### config.mk
export PLATFORM = sky130hd
export DESIGN_NAME = axi_wr_burst_ctrl
export DESIGN_NICKNAME = d
export VERILOG_FILES = /design/src/rtl/axi_pkg.sv /design/src/rtl/axi_burst_len_calc.sv /design/src/rtl/axi_wr_burst_ctrl.sv
export SDC_FILE = /design/constraint.sdc
export NUM_CORES = 1
export LEC_CHECK = 0
export CORE_AREA = 5 5 153 155
export CTS_BUF_LIST = sky130_fd_sc_hd__clkbuf_8
export DETAILED_ROUTE_END_ITERATION = 7
export DIE_AREA = 0 0 158 160
export PLACE_DENSITY = 0.78
export SETUP_SLACK_MARGIN = 0.3
export SLEW_MARGIN = 20
export SYNTH_ARGS = -nofsm -noshare
export SYNTH_HDL_FRONTEND = slang
export SYNTH_SLANG_ARGS = --single-unit
### constraint.sdc
create_clock -name i_aclk -period 5.2 [get_ports i_aclk]
set_input_delay 0.78 -clock i_aclk [delete_from_list [all_inputs] [get_ports i_aclk]]
set_output_delay 0.78 -clock i_aclk [all_outputs]
set_load 0.01 [all_outputs]
### src/rtl/axi_pkg.sv
// Shared AXI encodings and the write-controller state type.
package axi_pkg;

  localparam logic [1:0] AXI_BURST_FIXED = 2'b00;
  localparam logic [1:0] AXI_BURST_INCR  = 2'b01;
  localparam logic [1:0] AXI_BURST_WRAP  = 2'b10;

  localparam logic [1:0] AXI_RESP_OKAY   = 2'b00;
  localparam logic [1:0] AXI_RESP_EXOKAY = 2'b01;
  localparam logic [1:0] AXI_RESP_SLVERR = 2'b10;
  localparam logic [1:0] AXI_RESP_DECERR = 2'b11;

  // Normal non-cacheable bufferable.
  localparam logic [3:0] AXI_CACHE_NC_BUF = 4'b0011;

  localparam int AXI_PAGE_BYTES = 4096;

  typedef enum logic [2:0] {
    ST_IDLE,
    ST_AW,
    ST_W,
    ST_B,
    ST_DONE
  } wr_state_e;

endpackage

### src/rtl/axi_burst_len_calc.sv
// Next burst length: smallest of beats remaining, MAX_BURST and the beats
// left before the next 4 KB page. Pure combinational.
module axi_burst_len_calc
  import axi_pkg::*;
#(
  parameter int DATA_WIDTH = 128,
  parameter int MAX_BURST  = 16
) (
  input  logic [11:0] page_off,
  input  logic [15:0] remaining,
  output logic [8:0]  burst_len
);

  localparam int BEAT_SHIFT = $clog2(DATA_WIDTH/8);

  logic [12:0] page_bytes;
  logic [12:0] page_beats;

  // Clamp the length against the cap, the page boundary and what is left.
  always_comb begin
    page_bytes = 13'(AXI_PAGE_BYTES) - {1'b0, page_off};
    page_beats = page_bytes >> BEAT_SHIFT;
    burst_len  = 9'(MAX_BURST);
    if (page_beats < {4'd0, burst_len}) burst_len = page_beats[8:0];
    if (remaining < {7'd0, burst_len}) burst_len = remaining[8:0];
  end

endmodule

### src/rtl/axi_wr_burst_ctrl.sv
// AXI write burst controller: splits a beat-count command into INCR bursts
// that never cross a 4 KB page, one burst outstanding at a time.
// Optional feature macro AXI_WR_IRQ_EN: sticky completion interrupt on o_irq.
//
// state | meaning
// IDLE  | waiting for a command, cmd_ready high
// AW    | presenting the current burst address until accepted
// W     | passing source data straight through to the W channel
// B     | waiting for the write response of the current burst
// DONE  | completion cycle, then back to IDLE
module axi_wr_burst_ctrl
  import axi_pkg::*;
#(
  parameter int ID_WIDTH   = 4,
  parameter int ADDR_WIDTH = 31,
  parameter int DATA_WIDTH = 128,
  parameter int MAX_BURST  = 16,
  parameter int AXI_ID     = 0
) (
  input  logic                    i_aclk,
  input  logic                    i_aresetn,
  input  logic                    i_cmd_valid,
  output logic                    o_cmd_ready,
  input  logic [ADDR_WIDTH-1:0]   i_cmd_addr,
  input  logic [15:0]             i_cmd_beats,
  input  logic                    i_wd_valid,
  output logic                    o_wd_ready,
  input  logic [DATA_WIDTH-1:0]   i_wd_data,
  output logic                    o_done,
  output logic                    o_err,
  output logic                    o_irq,
  output logic [ID_WIDTH-1:0]     o_awid,
  output logic [ADDR_WIDTH-1:0]   o_awaddr,
  output logic [7:0]              o_awlen,
  output logic [2:0]              o_awsize,
  output logic [1:0]              o_awburst,
  output logic                    o_awlock,
  output logic [3:0]              o_awcache,
  output logic [2:0]              o_awprot,
  output logic                    o_awvalid,
  input  logic                    i_awready,
  output logic [ID_WIDTH-1:0]     o_wid,
  output logic [DATA_WIDTH-1:0]   o_wdata,
  output logic [DATA_WIDTH/8-1:0] o_wstrb,
  output logic                    o_wlast,
  output logic                    o_wvalid,
  input  logic                    i_wready,
  input  logic [ID_WIDTH-1:0]     i_bid,
  input  logic [1:0]              i_bresp,
  input  logic                    i_bvalid,
  output logic                    o_bready
);

  localparam int BEAT_SHIFT = $clog2(DATA_WIDTH/8);

  wr_state_e             state, state_nxt;
  logic [ADDR_WIDTH-1:0] addr_q;
  logic [15:0]           remaining;
  logic [8:0]            beat_left;
  logic [8:0]            burst_len;
  logic                  err_flag;
  logic                  done_q;
  logic                  err_q;
  logic                  cmd_fire;
  logic                  w_fire;
  logic                  b_bad;
  logic                  last_burst;

  // Length is derived from registered addr/remaining, so AW fields hold
  // steady for the whole AW phase.
  axi_burst_len_calc #(
    .DATA_WIDTH(DATA_WIDTH),
    .MAX_BURST (MAX_BURST)
  ) u_len_calc (
    .page_off (addr_q[11:0]),
    .remaining(remaining),
    .burst_len(burst_len)
  );

  assign cmd_fire   = (state == ST_IDLE) && i_cmd_valid;
  assign w_fire     = (state == ST_W) && i_wd_valid && i_wready;
  assign b_bad      = (i_bresp != AXI_RESP_OKAY) || (i_bid != ID_WIDTH'(AXI_ID));
  assign last_burst = (remaining == {7'd0, burst_len});

  assign o_awid    = ID_WIDTH'(AXI_ID);
  assign o_wid     = ID_WIDTH'(AXI_ID);
  assign o_awaddr  = addr_q;
  assign o_awlen   = 8'(burst_len - 9'd1);
  assign o_awsize  = 3'(BEAT_SHIFT);
  assign o_awburst = AXI_BURST_INCR;
  assign o_awlock  = 1'b0;
  assign o_awcache = AXI_CACHE_NC_BUF;
  assign o_awprot  = 3'b000;
  assign o_wstrb   = '1;
  assign o_wdata   = i_wd_data;
  assign o_done    = done_q;
  assign o_err     = err_q;

  // State register.
  always_ff @(posedge i_aclk) begin
    if (!i_aresetn) state <= ST_IDLE;
    else            state <= state_nxt;
  end

  // Next-state decode and channel handshake outputs.
  always_comb begin
    state_nxt   = state;
    o_cmd_ready = 1'b0;
    o_awvalid   = 1'b0;
    o_wvalid    = 1'b0;
    o_wd_ready  = 1'b0;
    o_wlast     = 1'b0;
    o_bready    = 1'b0;
    case (state)
      ST_IDLE: begin
        // Held low while reset is asserted so no command is seen as taken.
        o_cmd_ready = i_aresetn;
        if (i_cmd_valid) state_nxt = (i_cmd_beats == 16'd0) ? ST_DONE : ST_AW;
      end
      ST_AW: begin
        o_awvalid = 1'b1;
        if (i_awready) state_nxt = ST_W;
      end
      ST_W: begin
        o_wvalid   = i_wd_valid;
        o_wd_ready = i_wready;
        o_wlast    = (beat_left == 9'd1);
        if (w_fire && (beat_left == 9'd1)) state_nxt = ST_B;
      end
      ST_B: begin
        o_bready = 1'b1;
        if (i_bvalid) state_nxt = (b_bad || last_burst) ? ST_DONE : ST_AW;
      end
      ST_DONE: state_nxt = ST_IDLE;
      default: state_nxt = ST_IDLE;
    endcase
  end

  // Address/remaining bookkeeping, beat down-counter, error and done flags.
  always_ff @(posedge i_aclk) begin
    if (!i_aresetn) begin
      addr_q    <= '0;
      remaining <= '0;
      beat_left <= '0;
      err_flag  <= 1'b0;
      done_q    <= 1'b0;
      err_q     <= 1'b0;
    end else begin
      done_q <= (state == ST_DONE);
      err_q  <= (state == ST_DONE) && err_flag;
      case (state)
        ST_IDLE: begin
          if (i_cmd_valid) begin
            addr_q    <= i_cmd_addr;
            remaining <= i_cmd_beats;
            err_flag  <= 1'b0;
          end
        end
        ST_AW: if (i_awready) beat_left <= burst_len;
        ST_W:  if (w_fire) beat_left <= beat_left - 9'd1;
        ST_B: begin
          if (i_bvalid) begin
            if (b_bad) begin
              err_flag <= 1'b1;
            end else begin
              addr_q    <= addr_q + (ADDR_WIDTH'(burst_len) << BEAT_SHIFT);
              remaining <= remaining - {7'd0, burst_len};
            end
          end
        end
        default: ;
      endcase
    end
  end

`ifdef AXI_WR_IRQ_EN
  logic irq_q;

  // Sticky interrupt: raised at completion, dropped when the next command is taken.
  always_ff @(posedge i_aclk) begin
    if (!i_aresetn)              irq_q <= 1'b0;
    else if (state == ST_DONE)   irq_q <= 1'b1;
    else if (cmd_fire)           irq_q <= 1'b0;
  end

  assign o_irq = irq_q;
`else
  assign o_irq = 1'b0;
`endif

endmodule

== Word-level counts from Yosys, hierarchy flattened ==
Cells that the tools add are included.

* Flip-flop bits (word level): 62
* Bits of input ports: 188
* Output and inout bits: 213
* Logic and storage cells: 73

* Add/subtract/negate cells: 5
* Magnitude comparators: 2
* Equal/unequal tests: 13
* Muxes and demuxes: 30
* Reductions and logical operators: 16

{| class="wikitable"
|+ Operator list
! operator !! count
|-
| 2-to-1 mux 31 bit || 3
|-
| one-hot mux 31 bit (2 select lines) || 1
|-
| 2-to-1 mux 16 bit || 3
|-
| 2-to-1 mux 9 bit || 4
|-
| one-hot mux 16 bit (2 select lines) || 1
|-
| adder 31 x 13 -> 31 bit || 1
|-
| 2-to-1 mux 3 bit || 6
|-
| one-hot mux 9 bit (2 select lines) || 1
|-
| == test 16 x 9 -> 1 bit || 1
|-
| logical NOT 16 bit || 1
|-
| less-than comparator 16 x 9 -> 1 bit || 1
|-
| subtractor 16 x 9 -> 16 bit || 1
|-
| subtractor 13 x 12 -> 13 bit (first input constant) || 1
|-
| inequality test 2 bit (second input constant) || 6
|-
| one-hot mux 3 bit (4 select lines) || 1
|-
| AND reduction 4 bit || 3
|-
| == test 9 x 1 -> 1 bit (second input constant) || 1
|-
| less-than comparator 9 x 5 -> 1 bit (second input constant) || 1
|-
| 2-to-1 mux 1 bit || 9
|-
| subtractor 9 x 1 -> 9 bit (second input constant) || 1
|-
| subtractor 8 x 1 -> 8 bit (second input constant) || 1
|-
| == test 3 x 2 -> 1 bit (second input constant) || 2
|-
| nonzero test 2 bit || 3
|-
| logical AND 1 bit || 4
|-
| other kinds (8) || 9
|}

== Logic depth before layout (Yosys ltp) ==
* Depth after elaboration: 10
* Depth in mapped cells: 25
* Depth with buffers taken out: 21

== Modules after synthesis ==
Synthesis repeated with hierarchy kept, for this count alone.

* Cells, all modules: 809
* Area, all modules: 6083.3 um2

{| class="wikitable"
|+ Modules (own cells, without submodules)
! module !! times used !! cells each !! area an instance (um2) !! seq. area each (um2)
|-
| axi_wr_burst_ctrl || 1 || 754 || 5675.4 || 1241.2
|-
| axi_burst_len_calc || 1 || 55 || 407.9 || 0.0
|}

== Least setup slack after synthesis ==
No wires, ideal clock.

* Kind: reg-to-reg
* From: register addr_q[0] (netlist: o_awaddr[0])
* To: register addr_q[16] (netlist: o_awaddr[16])
* Library setup time: 137 ps
* Data arrival time: 5785 ps
* Data required time: 5063 ps
* Setup slack: -722 ps
* Stages on the path, launching flop included: 23
* Buffers on the path: 2
* Period minus slack after synthesis: 5922 ps
* Cells stage by stage: dfxtp_1 or4_4 buf_6 o31ai_4 a21oi_1 inv_1 ha_1 a211o_1 o41ai_2 nand2_2 mux2i_1 inv_1 ha_1 fa_1 a21o_1 a21o_1 a2111oi_0 nor2_1 a41oi_1 clkbuf_1 o21ai_0 a21oi_1 a211oi_1

* Word-level cells in the longest chain between the ends: 9

{| class="wikitable"
|+ RTL lines
! item !! RTL line !! source
|-
| from (decl) || axi_wr_burst_ctrl.sv:57 || <nowiki>logic [ADDR_WIDTH-1:0] addr_q;</nowiki>
|-
| from (signal assigned) || axi_wr_burst_ctrl.sv:154 || <nowiki>addr_q <= i_cmd_addr;</nowiki>
|-
| from (signal assigned) || axi_wr_burst_ctrl.sv:166 || <nowiki>addr_q <= addr_q + (ADDR_WIDTH'(burst_len) << BEAT_SHIFT);</nowiki>
|-
| subtractor 13 x 12 -> 13 bit || axi_burst_len_calc.sv:21 || <nowiki>page_bytes = 13'(AXI_PAGE_BYTES) - {1'b0, page_off};</nowiki>
|-
| less-than comparator 9 x 5 -> 1 bit || axi_burst_len_calc.sv:24 || <nowiki>if (page_beats < {4'd0, burst_len}) burst_len = page_beats[8:0];</nowiki>
|-
| 2-to-1 mux 9 bit || axi_burst_len_calc.sv:24 ||
|-
| less-than comparator 16 x 9 -> 1 bit || axi_burst_len_calc.sv:25 || <nowiki>if (remaining < {7'd0, burst_len}) burst_len = remaining[8:0];</nowiki>
|-
| 2-to-1 mux 9 bit || axi_burst_len_calc.sv:25 ||
|-
| adder 31 x 13 -> 31 bit * || axi_wr_burst_ctrl.sv:166 ||
|-
| 2-to-1 mux 31 bit * || axi_wr_burst_ctrl.sv:163 || <nowiki>if (b_bad) begin</nowiki>
|-
| 2-to-1 mux 31 bit * || axi_wr_burst_ctrl.sv:162 || <nowiki>if (i_bvalid) begin</nowiki>
|-
| one-hot mux 31 bit (2 select lines) * || axi_wr_burst_ctrl.sv:151 || <nowiki>case (state)</nowiki>
|}

Mark *: on every way between the ends. The rest lies on a longest branch, timed or not. The select of a mux whose other input is x is not followed.
A chain may end at the register's enable or synchronous reset.

== Worst setup path after layout ==
* From: register addr_q[0] (netlist: o_awaddr[0])
* To: register addr_q[28] (netlist: o_awaddr[28])

The elaborated chain is that of the path after synthesis.

==> out/qor.txt <==
CP required: 5460 ps
Core ar.: 21700 um2
syn avg cell area: 7.35 um2
area leader, netlist: buf_4
Port Buffer Count: 106
CTS Sinks: 62
TNS Setup: 0 ps
Bufs on Longest Clock Path: 2
clk_lat worst skew: 370 ps
initial antenna violation count: 0
first-pass GRT wire length: 33800 um
Final min period: 4900 ps
Pleak: 0.00280 uW
residual DRC count: 0
filler cell count: 2281
dominant synthesized flop cell: dfxtp_1
Mapped Cells: 859
RePlAce Congestion: 0.961
DRT iter0 DRCs: 514
clk_skew: 7.96 ps
final setup fails: 0
pre-CTS WS: -42.6 ps
Worst Setup Start Kind: flip-flop
pwr dens: 268 nW/um2
drt pass-1 iters: 5
Max Fclk: 0.204 GHz
Area growth syn-to-layout: 14.9%
Peak VDD IR: 0.000170 V
Vias: 6308
Ports: 401
top post-synthesis cells by area: buf_4 (20%), dfxtp_1 (20%), ha_1 (5.0%), nand2_1 (4.9%), a21oi_1 (4.8%)
Synth Cell Area: 6310 um2
row cnt: 54
dpl hpwl: 17200 um
Vias per Instance: 5.52
worst min path class: flip-flop to flip-flop
total CTS buffers: 9
max_slew headroom: 38.9%
CTS H-Tree Depth: 3
number of flops mapped to enable cells by yosys: 0
ant diodes: 0
Seq/Total Area, Yosys: 19.7%
most frequent cells in the layout: clkdlybuf4s50_1 (100), nand2_1 (81), dfxtp_1 (58), a21oi_1 (57), nor2_1 (55)
FFs w/ async S/R, synth: 0%
CTS root buf: clkbuf_8
Die Area: 25300 um2
Max-Cap Viols: 0
Crit Path Max Fanout: 6
status: completed
largest net degree at the start of global routing: 46
Slew @ Worst Pin: 915 ps
routed length per instance: 19.8 um
final wirelength: 22600 um
vias in the first global route: 5914
Tot GR Track Use: 17.0%
Yosys Warn Count: 0
Post-CTS Hold Fix Bufs: 0
CTS tree: done
Cell variety after synth: 83
Die Y: 160 um
Final nets: 1072
Critical Path AT: 5160 ps
Final Power: 1940 uW
dpl cells: 1114
Slew Limit Fails: 0
commonest non-fill, non-tap cell in the layout: clkdlybuf4s50_1
post-synth top area share: 20.2%
final std cells w/o fill: 1143
Die X: 158 um
gr ovfl total: 0
fraction of layout cells with a size suffix above 1: 15.8%
Crit. End Element: flip-flop
RSZ-0062 raised after global routing: true
antenna viol nets, final: 0
final worst slack: 299 ps
crit share post-route: 94.2%
Clock transition at path regs: 70 ps
Initial Util: 29.1%
final hold violation count: 0
Setup CP Type: flip-flop to flip-flop
flops & latches, synth: 62
-- per-stage QoR --
stage                     area [um2]  utilization (%)  hold WS, ps
final                           7250             33.4          463
after global routing            7250             33.4          487
after CTS                       7130             32.9          471
after detailed placement        6810             31.4          462
after global placement          6810             31.4          458
after floorplan                 6590                -          430
-- registers in the layout, indices dropped and copies added (netlist names) --
name       count
o_err          1
o_awaddr      31
state          3
remaining     16
o_done         1
beat_left      9
err_flag       1
-- worst max-delay path, cell delays in order, from the launching register on --
cell and delay, ps:
dfxtp_2 350, or4_4 570, o31ai_4 270, inv_1 100, ha_1 290, nand2_2 70, a2111oi_4 380, o41ai_4 160
nand2_2 130, mux2i_4 250, inv_2 70, ha_4 170, fa_2 360, a21o_1 170, a21o_1 200, a2111oi_4 310
nor2_2 80, a41oi_2 210, buf_6 150, nor2_2 70, a221o_1 310, o211a_1 130
-- repair_timing --
action                                  in CTS  in global routing
pin swaps                                    8                 12
endpoints found under the setup margin      24                 28
setup buffers                                6                  7
resized for setup                           21                 28
-- final timing paths --
| path | end | cells past startpoint | start | slack (ps) |
|---|---|---|---|---|
| setup / recovery | o_awaddr[28] | 21 | o_awaddr[0] | 300 |
| hold / removal | err_flag | 2 | err_flag | 460 |
| setup reg to reg | o_awaddr[28] | 21 | o_awaddr[0] | 300 |
| hold reg to reg | err_flag | 2 | err_flag | 460 |
-- cells in the mapped netlist (3+ instances only) --
master	n
o21ai_1	3
a21oi_1	60
o22ai_1	14
nor3b_1	3
and3_1	12
buf_6	3
or3_1	6
a2111oi_0	4
inv_1	26
ha_1	25
nor3_1	21
a41oi_1	7
nor4_1	12
o211ai_1	9
nand2_1	83
mux2i_1	4
or2_2	6
or4_1	4
xnor2_1	15
a21o_1	8
clkbuf_1	35
a211o_1	4
nor2b_1	3
a22oi_1	4
a211oi_1	17
o2bb2ai_1	3
a221o_1	3
o21ai_0	43
a31oi_1	6
nand3_1	28
and2_1	5
o31ai_1	3
a311oi_1	14
a32oi_1	3
o2111ai_1	4
nor2_1	58
nand4_1	8
nand3b_1	5
dfxtp_1	62
buf_4	170
nand2b_1	5
-- metal layers --
metal	track usage [%]	vias to the layer above	routed length (um)	part of all wire (%)
met5	0	-	0	0
met4	6.98	0	839	3.7
met3	5.63	80	2290	10
met2	27.1	385	10600	47
met1	21.0	2950	8940	40
li1	-	2893	-	-
-- final cells by class --
| cell class | instances | area, um2 | share of cell area (%) |
|---|---|---|---|
| Multi-Input combinational cell | 598 | 3890 | 53.6 |
| Timing Repair Buffer | 161 | 1460 | 20.1 |
| Sequential cell | 62 | 1250 | 17.2 |
| Tap cell | 280 | 350 | 4.83 |
| Clock buffer | 10 | 138 | 1.90 |
| Inverter | 26 | 97.6 | 1.35 |
| Clock inverter | 6 | 77.6 | 1.07 |
-- report_power, final --
group | leakage [uW] | internal, uW | switching (uW)
sequential | 0.000511 | 521 | 64.6
combinational | 0.00217 | 383 | 491
clock | 0.000119 | 278 | 207
-- kinds of logic after synthesis --
kind of cell	after synthesis	share of synthesized area (%)
xor+xnor	17	2.36
fa+ha+maj	27	5.43
simple gates	274	21.6
flops	62	19.7
buf+inv	239	25.2
other cells	2	0.119
mux	5	0.812
compound gates	233	24.9
Power figures use the tool's default switching activity.
